File: src/rtl/verdict_pkg.sv
// Shared types and constants for the verdict collector: record layout,
// header field offsets and the serializer state encoding.
package verdict_pkg;

    localparam int DEFAULT_DATA_W  = 64;
    localparam int DEFAULT_NUM_OUT = 3;
    localparam int DEFAULT_TS_W    = 32;
    localparam int DEFAULT_DEPTH   = 8;

    localparam int TS_LSB   = 0;
    localparam int MASK_LSB = 32;

    typedef enum logic [1:0] {
        IDLE,
        HDR,
        DATA
    } state_t;

    typedef struct packed {
        logic [DEFAULT_TS_W-1:0]                         ts;
        logic [DEFAULT_NUM_OUT-1:0]                      mask;
        logic [DEFAULT_NUM_OUT-1:0][DEFAULT_DATA_W-1:0]  vals;
    } verdict_rec_t;

endpackage

File: src/rtl/verdict_collector_if.sv
// Ready/valid word stream carrying serialized verdict records.
interface verdict_collector_if #(
    parameter int DATA_W = 64
) ();
    logic [DATA_W-1:0] m_data;
    logic              m_valid;
    logic              m_last;
    logic              m_ready;

    modport master (output m_data, output m_valid, output m_last, input m_ready);
    modport slave  (input m_data, input m_valid, input m_last, output m_ready);
endinterface

File: src/rtl/verdict_fifo.sv
// Single-clock record FIFO with full/empty flags and an occupancy count.
module verdict_fifo
    import verdict_pkg::*;
#(
    parameter int  DEPTH = DEFAULT_DEPTH,
    parameter type rec_t = verdict_rec_t
) (
    input  logic                     clk,
    input  logic                     rst,
    input  logic                     push,
    input  rec_t                     din,
    input  logic                     pop,
    output rec_t                     dout,
    output logic                     full,
    output logic                     empty,
    output logic [$clog2(DEPTH):0]   level
);
    localparam int AW = $clog2(DEPTH);

    rec_t           mem [DEPTH];
    logic [AW-1:0]  wr_ptr_q, wr_ptr_d;
    logic [AW-1:0]  rd_ptr_q, rd_ptr_d;
    logic [AW:0]    level_q, level_d;
    logic           do_push, do_pop;

    assign full  = (level_q == (AW+1)'(DEPTH));
    assign empty = (level_q == '0);
    assign level = level_q;
    assign dout  = mem[rd_ptr_q];

    always_comb begin
        do_push  = push & ~full;
        do_pop   = pop & ~empty;
        wr_ptr_d = wr_ptr_q + AW'(do_push);
        rd_ptr_d = rd_ptr_q + AW'(do_pop);
        level_d  = level_q + (AW+1)'(do_push) - (AW+1)'(do_pop);
    end

    always_ff @(posedge clk or negedge rst) begin
        if (!rst) begin
            wr_ptr_q <= '0;
            rd_ptr_q <= '0;
            level_q  <= '0;
        end else begin
            wr_ptr_q <= wr_ptr_d;
            rd_ptr_q <= rd_ptr_d;
            level_q  <= level_d;
        end
    end

    // Storage carries no reset; validity is tracked by the pointers alone.
    always_ff @(posedge clk) begin
        if (do_push) begin
            mem[wr_ptr_q] <= din;
        end
    end

endmodule

File: src/rtl/verdict_collector.sv
// Captures timestamped monitor verdicts into a FIFO and serializes each record
// as a header word followed by one word per active output.
module verdict_collector
    import verdict_pkg::*;
#(
    parameter int DATA_W  = DEFAULT_DATA_W,
    parameter int NUM_OUT = DEFAULT_NUM_OUT,
    parameter int TS_W    = DEFAULT_TS_W,
    parameter int DEPTH   = DEFAULT_DEPTH
) (
    input  logic                       clk,
    input  logic                       rst,
    input  logic                       en,
    input  logic [NUM_OUT*DATA_W-1:0]  out_val,
    input  logic [NUM_OUT-1:0]         out_aktv,
    verdict_collector_if.master        m,
    output logic                       overflow,
    output logic [15:0]                drop_cnt,
    output logic [$clog2(DEPTH):0]     fifo_level
);
    localparam int IW = (NUM_OUT > 1) ? $clog2(NUM_OUT) : 1;

    typedef struct packed {
        logic [TS_W-1:0]                 ts;
        logic [NUM_OUT-1:0]              mask;
        logic [NUM_OUT-1:0][DATA_W-1:0]  vals;
    } rec_t;

    state_t         state_q, state_d;
    rec_t           hold_q, hold_d;
    logic [IW-1:0]  idx_q, idx_d;
    logic           overflow_q, overflow_d;
    logic [15:0]    drop_cnt_q, drop_cnt_d;
    logic [TS_W-1:0] ts_q, ts_d;

    rec_t           wr_rec, rd_rec;
    logic           capture, push, pop, hs, full, empty;
    logic [IW:0]    first, nxt;

    // Returns {found, index} of the lowest set mask bit at or above 'from'.
    function automatic logic [IW:0] next_set(input logic [NUM_OUT-1:0] mask, input int from);
        logic [IW:0] r;
        r = '0;
        for (int i = NUM_OUT - 1; i >= 0; i--) begin
            if (i >= from && mask[i]) r = {1'b1, IW'(i)};
        end
        return r;
    endfunction

    function automatic logic [DATA_W-1:0] make_header(input logic [TS_W-1:0] ts,
                                                       input logic [NUM_OUT-1:0] mask);
        logic [DATA_W-1:0] h;
        h = '0;
        h[TS_LSB +: TS_W]      = ts;
        h[MASK_LSB +: NUM_OUT] = mask;
        return h;
    endfunction

    assign capture     = en & (|out_aktv);
    assign push        = capture & ~full;
    assign pop         = en & (state_q == IDLE) & ~empty;
    assign hs          = en & m.m_ready;
    assign wr_rec.ts   = ts_q;
    assign wr_rec.mask = out_aktv;
    assign wr_rec.vals = out_val;
    assign first       = next_set(hold_q.mask, 0);
    assign nxt         = next_set(hold_q.mask, int'(idx_q) + 1);
    assign overflow    = overflow_q;
    assign drop_cnt    = drop_cnt_q;

    verdict_fifo #(
        .DEPTH (DEPTH),
        .rec_t (rec_t)
    ) u_fifo (
        .clk   (clk),
        .rst   (rst),
        .push  (push),
        .din   (wr_rec),
        .pop   (pop),
        .dout  (rd_rec),
        .full  (full),
        .empty (empty),
        .level (fifo_level)
    );

    always_comb begin
        state_d    = state_q;
        hold_d     = hold_q;
        idx_d      = idx_q;
        overflow_d = overflow_q;
        drop_cnt_d = drop_cnt_q;
        ts_d       = en ? ts_q + 1'b1 : ts_q;
        m.m_valid  = 1'b0;
        m.m_last   = 1'b0;
        m.m_data   = '0;

        // Fullness is judged before this edge's pop, so a same-cycle pop cannot rescue the push.
        if (capture && full) begin
            overflow_d = 1'b1;
            if (drop_cnt_q != 16'hFFFF) drop_cnt_d = drop_cnt_q + 16'd1;
        end

        case (state_q)
            IDLE: begin
                if (pop) begin
                    hold_d  = rd_rec;
                    state_d = HDR;
                end
            end
            HDR: begin
                m.m_valid = 1'b1;
                m.m_data  = make_header(hold_q.ts, hold_q.mask);
                if (hs) begin
                    idx_d   = first[IW-1:0];
                    state_d = DATA;
                end
            end
            DATA: begin
                m.m_valid = 1'b1;
                m.m_data  = hold_q.vals[idx_q];
                m.m_last  = ~nxt[IW];
                if (hs) begin
                    if (nxt[IW]) idx_d = nxt[IW-1:0];
                    else         state_d = IDLE;
                end
            end
            default: state_d = IDLE;
        endcase
    end

    always_ff @(posedge clk or negedge rst) begin
        if (!rst) begin
            state_q    <= IDLE;
            idx_q      <= '0;
            overflow_q <= 1'b0;
            drop_cnt_q <= '0;
            ts_q       <= '0;
        end else begin
            state_q    <= state_d;
            idx_q      <= idx_d;
            overflow_q <= overflow_d;
            drop_cnt_q <= drop_cnt_d;
            ts_q       <= ts_d;
        end
    end

    always_ff @(posedge clk) begin
        hold_q <= hold_d;
    end

endmodule

File: src/flat_wrapper.sv
// flat-port wrapper written by rule: the top's interface ports become plain ports
module verdict_collector_flat import verdict_pkg::*;
#(
    parameter int DATA_W  = DEFAULT_DATA_W,
    parameter int NUM_OUT = DEFAULT_NUM_OUT,
    parameter int TS_W    = DEFAULT_TS_W,
    parameter int DEPTH   = DEFAULT_DEPTH
)
  (clk, rst, en, out_val, out_aktv, overflow, drop_cnt, fifo_level, m_m_data, m_m_valid, m_m_last, m_m_ready);
  verdict_collector_if #(.DATA_W(DATA_W)) m_i ();
  input  logic clk;
  input  logic rst;
  input  logic en;
  input  logic [NUM_OUT*DATA_W-1:0] out_val;
  input  logic [NUM_OUT-1:0] out_aktv;
  output logic overflow;
  output logic [15:0] drop_cnt;
  output logic [$clog2(DEPTH):0] fifo_level;
  output wire logic [$bits(m_i.m_data)-1:0] m_m_data;
  output wire logic [$bits(m_i.m_valid)-1:0] m_m_valid;
  output wire logic [$bits(m_i.m_last)-1:0] m_m_last;
  input wire logic [$bits(m_i.m_ready)-1:0] m_m_ready;
  assign m_m_data = m_i.m_data;
  assign m_m_valid = m_i.m_valid;
  assign m_m_last = m_i.m_last;
  assign m_i.m_ready = m_m_ready;
  verdict_collector #(.DATA_W(DATA_W), .NUM_OUT(NUM_OUT), .TS_W(TS_W), .DEPTH(DEPTH)) u_core (.clk(clk), .rst(rst), .en(en), .out_val(out_val), .out_aktv(out_aktv), .m(m_i), .overflow(overflow), .drop_cnt(drop_cnt), .fifo_level(fifo_level));
endmodule
File: config.mk
export PLATFORM = sky130hd
export DESIGN_NAME = verdict_collector_flat
export DESIGN_NICKNAME = d
export VERILOG_FILES = /design/src/rtl/verdict_pkg.sv /design/src/rtl/verdict_collector_if.sv /design/src/rtl/verdict_fifo.sv /design/src/rtl/verdict_collector.sv /design/src/flat_wrapper.sv
export SDC_FILE = /design/constraint.sdc
export NUM_CORES = 2
export LEC_CHECK = 0
export CAP_MARGIN = 10
export CORE_MARGIN = 8
export CORE_UTILIZATION = 25
export CTS_CLUSTER_SIZE = 16
export DETAILED_ROUTE_END_ITERATION = 10
export MAX_ROUTING_LAYER = met4
export PLACE_DENSITY = 0.45
export SYNTH_ARGS = -nofsm -noshare
export SYNTH_HDL_FRONTEND = slang
export SYNTH_HIERARCHICAL = 1
export SYNTH_SLANG_ARGS = --single-unit
export TNS_END_PERCENT = 5
File: constraint.sdc
create_clock -name clk -period 48.5 [get_ports clk]
set_input_delay 9.7 -clock clk [delete_from_list [all_inputs] [get_ports clk]]
set_output_delay 9.7 -clock clk [all_outputs]
set_load 0.02 [all_outputs]
# Yosys cells after proc, flatten, opt, wreduce, memory -nomap -nowiden
# Memories as Yosys holds them, arrays and structs flattened. A register that Yosys moved wholly into a read port is not among the register bits.
# Index checks and enable logic that the tools add are counted.
# Widths: inputs -> output; s select.
[totals] register_bits=63 ramBits=1816 out_inout_bits=87 memories=1
[memory_table] memory="u_core.u_fifo.mem" depth=8 word_bits=227 rd=1 rd_ports_with_merged_regs=1 wr=1 line="verdict_fifo.sv:20" rtl="rec_t mem [DEPTH];"
[classes] n_addsub=7 order_cmp=4 eq_ne=9 mux=22 n_bitwise=10 n_reduce_logical=13
[op_table] operator="$bmux 64 s2" count=1
[op_table] operator="$pmux 64 s2" count=1
[op_table] operator="$mux 64" count=1
[op_table] operator="$add 32x1->32 const B" count=1
[op_table] operator="$ge 1x32->1 const A" count=1
[op_table] operator="$ge 2x32->1 const A" count=1
[op_table] operator="$ge 3x32->1 const A" count=1
[op_table] operator="$mux 2" count=10
[op_table] operator="$add 16x1->16 const B" count=1
[op_table] operator="$ne 16x16->1 const B" count=1
[op_table] operator="$mux 3" count=3
[op_table] operator="$reduce_and 4->1" count=2
[op_table] operator="$and 1x1->1" count=7
[op_table] operator="$add 3x1->3" count=2
[op_table] operator="$ne 2x1->1 const B" count=3
[op_table] operator="$pmux 2 s3" count=1
[op_table] operator="$add 4x1->4" count=1
[op_table] operator="$eq 4x4->1 const B" count=1
[op_table] operator="$logic_and 1x1->1" count=4
[op_table] operator="$logic_not 4->1" count=1
[op_table] operator="$mux 1" count=4
[op_table] operator="$ne 2x2->1 const B" count=2
[op_table] operator="$pmux 2 s2" count=1
[op_table] operator="$reduce_and 2->1" count=2
[op_table] operator="other kinds (10)" count=12

# Longest topological paths before layout
[depth] ltp_word=9 depth_mapped=12 mapped_depth_nobuf=12

# Hierarchy
# Netlist, hierarchy kept.
[modules_own_cells] mod="verdict_fifo" n_inst=1 cells_per_inst=2675 area_per_inst_um2=68466.9 seq_area_each_um2=54782.5
[modules_own_cells] mod="verdict_collector" n_inst=1 cells_per_inst=795 area_per_inst_um2=11227.0 seq_area_each_um2=8142.8

# Worst setup path before layout
# No wires, ideal clock.
[synth_path] kind="input port to flip-flop" start="input en" end="register u_core/hold_q[0] (netlist name) (enable)" setup_time_ns=1.138 arrival_time_ns=26.328 required_ns=47.362 path_slack_ns=21.034 stages=3 n_path_buf=1 cell_sequence="buf_2 -> inv_1 -> nor3b_1"
[synth_between] elab_chain_cells=3
[synth_rtl] element="from (decl)" line="flat_wrapper.sv:13" rtl="input logic en;"
[synth_rtl] element="$and 1x1->1 (2 in series)" line="verdict_collector.sv:61" rtl="assign pop = en & (state_q == IDLE) & ~empty;"
[synth_rtl] element="$reduce_and 2->1 (no source line)"
[synth_rtl] element="to (signal assigned)" line="verdict_collector.sv:148" rtl="hold_q <= hold_d;"
[synth_rtl] element="to (decl)" line="verdict_collector.sv:30" rtl="rec_t hold_q, hold_d;"
# No other way between the ends.
# A chain may end at the register's enable or synchronous reset.

# Worst setup path after layout
[layout_path] start="register u_core.idx_q[1]" end="output m_m_data[4]"
[layout_between] elab_chain_cells=3
[layout_rtl] element="from (decl)" line="verdict_collector.sv:31" rtl="logic [IW-1:0] idx_q, idx_d;"
[layout_rtl] element="from (signal assigned)" line="verdict_collector.sv:140" rtl="idx_q <= idx_d;"
[layout_rtl] element="$bmux 64 s2" line="verdict_collector.sv:120" rtl="m.m_data = hold_q.vals[idx_q];"
[layout_rtl] element="$mux 64 (implied by the code)" line="verdict_collector.sv:120"
[layout_rtl] element="$pmux 64 s2" line="verdict_collector.sv:103" rtl="case (state_q)"
[layout_rtl] element="to (decl)" line="flat_wrapper.sv:19" rtl="output wire logic [$bits(m_i.m_data)-1:0] m_m_data;"
# No other way between the ends. The select of a mux whose other input is x is not followed.

==> results.sh <==
export IMPL_finClkSkew_ns=0.0611
export IMPL_holdCritStartpoint="u_core/overflow$_DFFE_PN0P_"
export IMPL_worst_setup_path_end_kind="output pin"
export IMPL_pwr_density_cell_mw_per_mm2=58.4
export IMPL_p_leak_nw=29.4
export IMPL_synth_nets=3686
export IMPL_grt_max_degree=123
export IMPL_synth_common_cells="2043 x edfxtp_1, 454 x mux4_2, 232 x mux2_2, 106 x nor2_1, 77 x clkbuf_1"
export IMPL_max_freq_ghz=0.0712
export IMPL_drt_total_wl_mm=210
export IMPL_multiInputGateArea_mm2=0.0160
export IMPL_cp_start_kind="register"
export IMPL_rsz0062_at_grt="false"
export IMPL_drv_cap=0
export IMPL_nets=4090
export IMPL_min_path_cells=1
export IMPL_clk_insertion_delay_late_ns=0.88
export IMPL_async_reset_ff_frac=0.0299
export IMPL_required_ns=38.80
export IMPL_io_pin_count=286
export IMPL_relSlewSlack=0.168
export IMPL_area_growth_pct=18.8
export IMPL_synth_edf_count=2043
export IMPL_placed_area_mm2=0.0878
export IMPL_grt_pass1_wl_mm=296
export IMPL_via_per_inst=4.35
export IMPL_dp_hpwl_mm=120
export IMPL_layout_min_cycle_time_ns=14.04
export IMPL_initial_utilization=0.251
export IMPL_cts_root_buf="clkbuf_16"
export IMPL_place_congestion=0.742
export IMPL_worst_pin_slew_ns=1.25
export IMPL_htree_levels=4
export IMPL_clock_path_buffers=4
export IMPL_synth_top_cells_by_area="edfxtp_1 77%, mux4_2 13%, mux2_2 3.3%"
export IMPL_arrival_ns=4.34
export IMPL_worstReg2RegEnd="u_core/hold_q[146]$_DFFE_PP_"
export IMPL_ys_ff_latch=2106
export IMPL_ant_nets=0
export IMPL_die_y_um=581
export IMPL_r2r_start="u_core/u_fifo/rd_ptr_q[2]$_DFF_PN0_"
export IMPL_synth_area_per_cell_um2=23.0
export IMPL_rows=207
export IMPL_num_fill_cells=30700
export IMPL_first_pass_iters=5
export IMPL_wire_per_inst_um=25.4
export IMPL_slew_viol_final=0
export IMPL_first_global_vias=37600
export IMPL_hold_viol_final=0
export IMPL_dieArea_mm2=0.337
export IMPL_synthCells=3470
export IMPL_antenna_found_initial=110
export IMPL_ys_types=46
export IMPL_drc=0
export IMPL_seqCellArea_mm2=0.0629
export IMPL_ys_warn_count=6
export IMPL_reg2reg_slack_ns=44.01
export IMPL_fp_dieW_um=581
export IMPL_cts_tree="built"
export IMPL_grt_overflow_total=0
export IMPL_synth_flop_cell="edfxtp_1"
export IMPL_hold_class="reg -> reg"
export IMPL_path_max_fanout=57
export IMPL_first_iter_violations=2495
export IMPL_yosysTopAreaCellShare=0.770
export IMPL_final_area_mm2=0.0947
export IMPL_ctsHoldBuffers=0
export IMPL_io_buffers=285
export IMPL_whs_endpoint="u_core/overflow$_DFFE_PN0P_"
export IMPL_synth_area_mm2=0.0797
export IMPL_peakVddDrop_v=0.0000493
export IMPL_setup_viol=0
export IMPL_clock_sinks=2106
export IMPL_cts_resized_gates=0
export IMPL_status="completed"
export IMPL_yosys_area_top_type="edfxtp_1"
export IMPL_clkTransAtPathRegs_ns=0.06
export IMPL_critPathKind="reg -> out"
export IMPL_yosysMostFrequentCell="edfxtp_1"
export IMPL_final_layout_size_suffix_gt1_frac=0.266
export IMPL_grtUsageTotal=0.124
export IMPL_reg2reg_depth=5
export IMPL_tns_ns=0
export IMPL_coreArea_mm2=0.318
export IMPL_yosysSeqAreaShare=0.790
export IMPL_cts_buffers=221
export IMPL_vias=36000
export IMPL_cts_setup_buffers=0
export IMPL_fin_crit_sh=0.289
critical path: stages, from the launching register on:
cell and delay (ns):
dfrtp_4 0.67, nor2b_4 0.33, buf_4 0.74, a21oi_1 0.15, o21ai_0 0.82, clkdlybuf4s50_1 0.78
cells in the final DEF, fill, tap and decap left out, types with 18 or more instances in the layout:
master | synthesis | layout
a21oi_1 | 70 | 70
buf_4 | 0 | 44
clkbuf_1 | 77 | 40
clkbuf_16 | 0 | 224
clkdlybuf4s50_1 | 0 | 284
clkinv_1 | 0 | 52
clkinv_2 | 0 | 42
dfrtp_1 | 63 | 58
diode_2 | 0 | 51
edfxtp_1 | 2043 | 2043
inv_1 | 18 | 18
mux2_2 | 232 | 232
mux2i_1 | 65 | 65
mux4_2 | 454 | 454
nand2_1 | 54 | 53
nor2_1 | 106 | 100
nor3_1 | 23 | 21
o21ai_0 | 38 | 38
xor2_1 | 31 | 31
metrics by stage:
step | hold WS [ns] | cells | total power [mW] | setup WS (ns) | utilization
after global routing | 0.498 | 8267 | 5.78 | 34.30 | 0.298
final | 0.472 | 8275 | 5.53 | 34.46 | 0.298
after detailed placement | 0.459 | 7831 | 4.02 | 34.03 | 0.276
after global placement | 0.460 | 7831 | 4.01 | 34.04 | 0.276
after floorplan | 0.473 | 3470 | 3.53 | 21.03 | -
after CTS | 0.474 | 8224 | 5.66 | 34.32 | 0.298
worst max-delay path by stage:
stage                                start                             endpoint  slack, ns  cells past startpoint
4_1_cts        u_core/idx_q[1]$_DFFE_PN0P_                          m_m_data[2]      34.32                      5
3_3_place_gp                            en  u_core/u_fifo/mem[6][147]$_DFFE_PP_      34.04                      8
6_report       u_core/idx_q[1]$_DFFE_PN0P_                          m_m_data[4]      34.46                      5
5_1_grt        u_core/idx_q[1]$_DFFE_PN0P_                          m_m_data[2]      34.30                      5
2_1_floorplan                           en           u_core/hold_q[0]$_DFFE_PP_      21.03                      3
3_5_place_dp                            en  u_core/u_fifo/mem[6][151]$_DFFE_PP_      34.03                      8
power by group:
group | total (mW) | switching [mW] | internal, mW
Clock | 1.62 | 0.696 | 0.922
Combinational | 1.44 | 0.805 | 0.632
Sequential | 2.48 | 0.122 | 2.35
flip-flops by register name, summed over array words and instances (netlist names):
signal                  flops
u_core/drop_cnt            16
u_core/hold_q             227
u_core/idx_q                2
u_core/overflow             1
u_core/state_q              2
u_core/ts_q                32
u_core/u_fifo/level         4
u_core/u_fifo/mem        1816
u_core/u_fifo/rd_ptr_q      3
u_core/u_fifo/wr_ptr_q      3
cell families (layout without fill, tap and decap cells):
| kind of cell | after synthesis | in the layout | share of synthesized area |
|---|---|---|---|
| buffers and inverters | 181 | 755 | 0.0102 |
| XOR/XNOR | 47 | 47 | 0.00517 |
| AND/OR/NAND/NOR | 253 | 253 | 0.0152 |
| other | 0 | 51 | 0 |
| adder cells (fa/ha/maj) | 17 | 17 | 0.00276 |
| AO/OA/AOI/OAI | 114 | 114 | 0.00761 |
| multiplexers | 752 | 752 | 0.169 |
| flip-flops | 2106 | 2106 | 0.790 |
cell type report:
class	instances	area share
Timing Repair Buffer	344	0.0369
Clock buffer	265	0.0609
Inverter	18	0.000714
Clock inverter	128	0.0108
Antenna cell	51	0.00135
Sequential cell	2106	0.665
Multi-Input combinational cell	1183	0.169
Tap cell	4180	0.0552
layer usage:
layer	track usage	vias to the layer above	share of wire
li1	-	15400	-
met1	0.152	19400	0.42
met2	0.203	879	0.49
met3	0.0309	371	0.059
met4	0.0364	0	0.034
met5	-	-	0
Note: power is estimated with default switching activity, not from simulation.
